`src/rtl/imem_loader_pkg.sv`:
```
// Shared definitions for the instruction-memory loader.
// State encoding and the default load address shared with the core's PC reset.
package imem_loader_pkg;

    // Loader FSM states
    typedef enum logic [2:0] {
        S_IDLE  = 3'd0,
        S_LEN   = 3'd1,
        S_DATA  = 3'd2,
        S_CSUM  = 3'd3,
        S_DONE  = 3'd4,
        S_ERROR = 3'd5
    } state_t;

    // Byte address of the first instruction; also the core's PC after reset
    localparam logic [31:0] RESET_PC = 32'h0000_0000;

    // Byte address of word number idx in an image starting at base
    function automatic logic [31:0] word_addr(
        input logic [31:0] base,
        input logic [31:0] idx
    );
        return base + (idx << 2);
    endfunction

endpackage

```
`src/rtl/imem_loader_byte_packer.sv`:
```
// Little-endian 4-byte word assembler with a running XOR checksum.
// word_next is the word as it will look once the current byte is shifted in.
module imem_loader_byte_packer (
    input  logic        clk,
    input  logic        rst,
    input  logic        clear,
    input  logic        accept,
    input  logic        csum_en,
    input  logic [7:0]  byte_in,
    output logic [31:0] word_next,
    output logic        word_valid,
    output logic [7:0]  checksum
);

    logic [31:0] sr;
    logic [1:0]  byte_idx;

    // Newest byte enters at the top so the first byte ends in bits 7:0
    assign word_next  = {byte_in, sr[31:8]};
    assign word_valid = accept && (byte_idx == 2'd3);

    // Shift register, byte position and checksum update on each accepted byte
    always_ff @(posedge clk) begin
        if (!rst) begin
            sr       <= '0;
            byte_idx <= '0;
            checksum <= '0;
        end else if (clear) begin
            sr       <= '0;
            byte_idx <= '0;
            checksum <= '0;
        end else if (accept) begin
            sr       <= word_next;
            byte_idx <= byte_idx + 2'd1;
            if (csum_en) begin
                checksum <= checksum ^ byte_in;
            end
        end
    end

endmodule

```
`src/rtl/imem_loader.sv`:
```
// Byte-stream instruction loader: length header, data words, XOR checksum.
// Writes words to instruction RAM and holds the core in reset until verified.
module imem_loader
    import imem_loader_pkg::*;
#(
    parameter logic [31:0] BASE_ADDR = RESET_PC,
    parameter int          MAX_WORDS = 256,
    parameter int          CNT_W     = 16
) (
    input  logic             clk,
    input  logic             rst,
    input  logic             start,
    input  logic [7:0]       in_data,
    input  logic             in_valid,
    output logic             in_ready,
    output logic             mem_we,
    output logic [31:0]      mem_addr,
    output logic [31:0]      mem_wdata,
    output logic             core_hold,
    output logic             done,
    output logic             error,
    output logic [CNT_W-1:0] words_loaded
);

    localparam logic [31:0] MAX_LEN = 32'(MAX_WORDS);

    state_t      state;
    logic [31:0] len;

    logic        xfer;
    logic        idle_like;
    logic        pk_clear;
    logic        pk_accept;
    logic        pk_csum_en;
    logic [31:0] pk_word_next;
    logic        pk_word_valid;
    logic [7:0]  pk_checksum;
    logic        last_word;

    assign xfer      = in_valid && in_ready;
    assign idle_like = (state == S_IDLE) || (state == S_DONE) ||
                       (state == S_ERROR);

    assign pk_clear   = start && idle_like;
    assign pk_accept  = xfer && ((state == S_LEN) || (state == S_DATA));
    assign pk_csum_en = (state == S_DATA);

    // The word being completed now is the last one of the image
    assign last_word = (32'(words_loaded) + 32'd1) == len;

    imem_loader_byte_packer u_packer (
        .clk        (clk),
        .rst        (rst),
        .clear      (pk_clear),
        .accept     (pk_accept),
        .csum_en    (pk_csum_en),
        .byte_in    (in_data),
        .word_next  (pk_word_next),
        .word_valid (pk_word_valid),
        .checksum   (pk_checksum)
    );

    // Loader FSM with registered handshake, RAM write port and status
    always_ff @(posedge clk) begin
        if (!rst) begin
            state        <= S_IDLE;
            len          <= '0;
            in_ready     <= 1'b0;
            mem_we       <= 1'b0;
            mem_addr     <= '0;
            mem_wdata    <= '0;
            core_hold    <= 1'b1;
            done         <= 1'b0;
            error        <= 1'b0;
            words_loaded <= '0;
        end else begin
            mem_we <= 1'b0;
            unique case (state)
                S_IDLE, S_DONE, S_ERROR: begin
                    if (start) begin
                        state        <= S_LEN;
                        in_ready     <= 1'b1;
                        core_hold    <= 1'b1;
                        done         <= 1'b0;
                        error        <= 1'b0;
                        words_loaded <= '0;
                    end
                end
                S_LEN: begin
                    if (pk_accept && pk_word_valid) begin
                        len <= pk_word_next;
                        if (pk_word_next > MAX_LEN) begin
                            state    <= S_ERROR;
                            in_ready <= 1'b0;
                            error    <= 1'b1;
                        end else if (pk_word_next == 32'd0) begin
                            state <= S_CSUM;
                        end else begin
                            state <= S_DATA;
                        end
                    end
                end
                S_DATA: begin
                    if (pk_accept && pk_word_valid) begin
                        mem_we       <= 1'b1;
                        mem_wdata    <= pk_word_next;
                        mem_addr     <= word_addr(BASE_ADDR,
                                                  32'(words_loaded));
                        words_loaded <= words_loaded + CNT_W'(1);
                        if (last_word) begin
                            in_ready <= 1'b0;
                        end
                    end else if (mem_we && !in_ready) begin
                        // final write strobe is out; take the checksum
                        state    <= S_CSUM;
                        in_ready <= 1'b1;
                    end
                end
                S_CSUM: begin
                    if (xfer) begin
                        in_ready <= 1'b0;
                        if (in_data == pk_checksum) begin
                            state     <= S_DONE;
                            done      <= 1'b1;
                            core_hold <= 1'b0;
                        end else begin
                            state <= S_ERROR;
                            error <= 1'b1;
                        end
                    end
                end
                default: begin
                    state    <= S_IDLE;
                    in_ready <= 1'b0;
                end
            endcase
        end
    end

endmodule

```
`config.mk`:
```
export PLATFORM = sky130hd
export DESIGN_NAME = imem_loader
export DESIGN_NICKNAME = d
export VERILOG_FILES = /design/src/rtl/imem_loader_pkg.sv /design/src/rtl/imem_loader_byte_packer.sv /design/src/rtl/imem_loader.sv
export SDC_FILE = /design/constraint.sdc
export NUM_CORES = 1
export LEC_CHECK = 0
export CAP_MARGIN = 30
export CORE_MARGIN = 2
export CORE_UTILIZATION = 45
export DETAILED_ROUTE_END_ITERATION = 10
export HOLD_SLACK_MARGIN = 0.12
export PLACE_DENSITY_LB_ADDON = 0.25
export SKIP_CTS_REPAIR_TIMING = 1
export SYNTH_ARGS = -nofsm -noshare
export SYNTH_HDL_FRONTEND = slang
export SYNTH_SLANG_ARGS = --single-unit
export TNS_END_PERCENT = 50
```
`constraint.sdc`:
```
create_clock -name clk -period 5.9 [get_ports clk]
set_clock_uncertainty 0.15 [all_clocks]
set_input_delay 1.18 -clock clk [delete_from_list [all_inputs] [get_ports clk]]
set_output_delay 1.18 -clock clk [all_outputs]
set_load 0.02 [all_outputs]
```
==> flow_metrics.env <==
export IMPL_status="finished, final reports clean"
export IMPL_synth_edf_count=0
export IMPL_drv_cap=0
export IMPL_ant_nets=0
export IMPL_vias=5503
export IMPL_grt_pass1_wl_um=25700
export IMPL_fmax_ghz=0.251
export IMPL_first_global_vias=5006
export IMPL_die_area_sq_um=14900
export IMPL_antenna_found_initial=0
export IMPL_clockBufferDepth=2
export IMPL_cts_root_buf="clkbuf_16"
export IMPL_cp_arrival_ns=4.19
export IMPL_die_h_um=122
export IMPL_dieWidth_um=122
export IMPL_p_int_mw=1.61
export IMPL_core_sq_um=13800
export IMPL_setup_slack_ns=1.91
export IMPL_synth_area_leader_cell="dfxtp_1"
export IMPL_antenna_cells=0
export IMPL_routedWlPerCell_um=15.0
export IMPL_ys_ff_latch=138
export IMPL_rows=43
export IMPL_firstDrtPassIters=4
export IMPL_grt_usage=0.221
export IMPL_synth_commonest_cells="nand2_1, dfxtp_1, a21boi_0"
export IMPL_synth_area_leaders="dfxtp_1, nand2_1, a21boi_0"
export IMPL_end_kind="register"
export IMPL_async_flop_share=0
export IMPL_cts_buffers=17
export IMPL_grt_overflow=0
export IMPL_path_class="input pin to register"
export IMPL_syn_inst=793
export IMPL_seq_area_frac_synth=0.440
export IMPL_hp_class="register to register"
export IMPL_r2r_start="state[1]"
export IMPL_cts_tree="built"
export IMPL_finalSetupViolations=0
export IMPL_syn_area_per_cell_sq_um=7.91
export IMPL_drt_total_wl_um=15600
export IMPL_num_nets_final=859
export IMPL_start_util=0.455
export IMPL_yosysTopAreaCellShare=0.440
export IMPL_p_switching_uw=441
export IMPL_clkTransAtPathRegs_ns=0.05
export IMPL_crit_path_start="in_valid"
export IMPL_hold_viol=0
export IMPL_yosysMostFrequentCell="nand2_1"
export IMPL_clkLatencyLatePin_ns=0.42
export IMPL_drt_iter0_markers=409
export IMPL_io_pins=97
export IMPL_min_period_ns=3.99
export IMPL_relSlewSlack=0.343
export IMPL_irDropWorstVdd_uv=175
export IMPL_portBuffers=80
export IMPL_pwr_share_comb=0.042
export IMPL_yosysWarnings=0
export IMPL_cp_required_ns=6.10
export IMPL_startpoint_type="input pin"
export IMPL_post_place_ws_ns=1.49
export IMPL_drc=0
export IMPL_share_seq_of_total_power=0.459
export IMPL_n_fill_cell=1327
export IMPL_viasPerCell=5.31
export IMPL_rsz0062_at_grt="false"
export IMPL_syn_cell_area_sq_um=6270
export IMPL_cts_sinks=138
export IMPL_place_gp_congestion=0.856
export IMPL_p_per_area_nw_per_um2=268
export IMPL_area_delta_synth_final_pct=22.2
export IMPL_slew_violations=0
export IMPL_netSwitchingFraction=0.215
export IMPL_hpwl_um=10600
export IMPL_synth_cell_type_count=47
export IMPL_cts_htree_levels=4
export IMPL_drive_gt1_frac=0.0513
export IMPL_p_leak_nw=2.51
export IMPL_fin_tns_setup_ns=0
export IMPL_ys_dominant_reg_cell="dfxtp_1"
export IMPL_grt_max_degree=104
export IMPL_path_max_fanout=58
export IMPL_tightest_slew_ns=0.985
export IMPL_clkPwrFrac=0.499
export IMPL_min_from="mem_addr[6]"
export IMPL_finalCritPeriodShare=0.676
-- worst paths after layout --
kind                  to  slack, ns  depth (start not counted)
min          mem_addr[6]       0.31                          2
max             in_ready       1.91                          8
max reg2reg     in_ready       2.48                          7
min reg2reg  mem_addr[6]       0.31                          2
-- layout by cell type, fill, tap and decap left out, types with 6 or more instances in the layout --
master,count
clkdlybuf4s50_1,79
nand2_1,256
clkbuf_8,6
clkbuf_16,17
buf_4,6
nor2b_1,15
o21ai_0,13
dfxtp_1,138
conb_1,16
nand4_1,14
nor3_1,17
nor4_1,16
xnor2_1,23
nand3_1,11
nor2_1,20
xor2_1,18
a21boi_0,85
a21oi_1,45
-- layout make-up --
type                            count  area [sq um]  share of cell area
Clock inverter                      6          61.3             0.00800
Tap cell                          180           225              0.0294
Sequential cell                   138          2760               0.360
Multi-Input combinational cell    596          3210               0.419
Clock buffer                       25           515              0.0673
Inverter                            5          18.8             0.00245
Timing Repair Buffer               87           868               0.113
-- cells by family after synthesis --
logic type / after synthesis / synth area share
mux: 2 / 0.00319
fa+ha+maj: 2 / 0.00399
buf+inv: 74 / 0.0571
xor+xnor: 41 / 0.0573
simple gates: 376 / 0.267
flops: 138 / 0.440
other cells: 1 / 0.000598
compound gates: 159 / 0.171
-- critical path, stage by stage --
cell	delay [ns]
clkdlybuf4s50_1	0.52
and3b_1	0.35
nand3_4	0.57
or4_4	0.75
a2111oi_4	0.32
nand4_1	0.15
o21ai_2	0.15
mux2i_1	0.20
-- flip-flops by register name, indices dropped and copies added, names as in the netlist --
name and flops:
u_packer.checksum 8, mem_we 1, len 32, core_hold 1, mem_wdata 32, state 3
u_packer.sr 24, mem_addr 16, error 1, done 1, u_packer.byte_idx 2, words_loaded 16
in_ready 1
-- per-stage QoR --
step | hold slack [ns] | power, mW | utilization | std cells | cell area (sq um)
after global placement | 0.295 | 1.04 | 0.513 | 1005 | 7060
final | 0.314 | 2.05 | 0.557 | 1037 | 7660
after global routing | 0.331 | 2.12 | 0.557 | 1037 | 7660
after detailed placement | 0.310 | 1.05 | 0.515 | 1006 | 7090
after CTS | 0.317 | 2.07 | 0.557 | 1037 | 7660
after floorplan | 0.290 | 1.02 | - | 808 | 6330
-- routing by layer --
metal	vias up	part of all wire	wire (um)	track usage
met5	-	0	0	0
met4	0	0.022	341	0.0826
met3	29	0.039	601	0.0440
met2	131	0.49	7660	0.369
met1	2612	0.45	6990	0.281
li1	2731	-	-	-
-- power groups by stage --
stage	clock (mW)	sequential (mW)	combinational, mW
after floorplan	0	0.960	0.0640
after global placement	0	0.961	0.0808
after detailed placement	0	0.961	0.0855
after CTS	1.04	0.941	0.0859
after global routing	1.08	0.941	0.0938
final	1.02	0.941	0.0861
(Power assumes the default switching activity.)
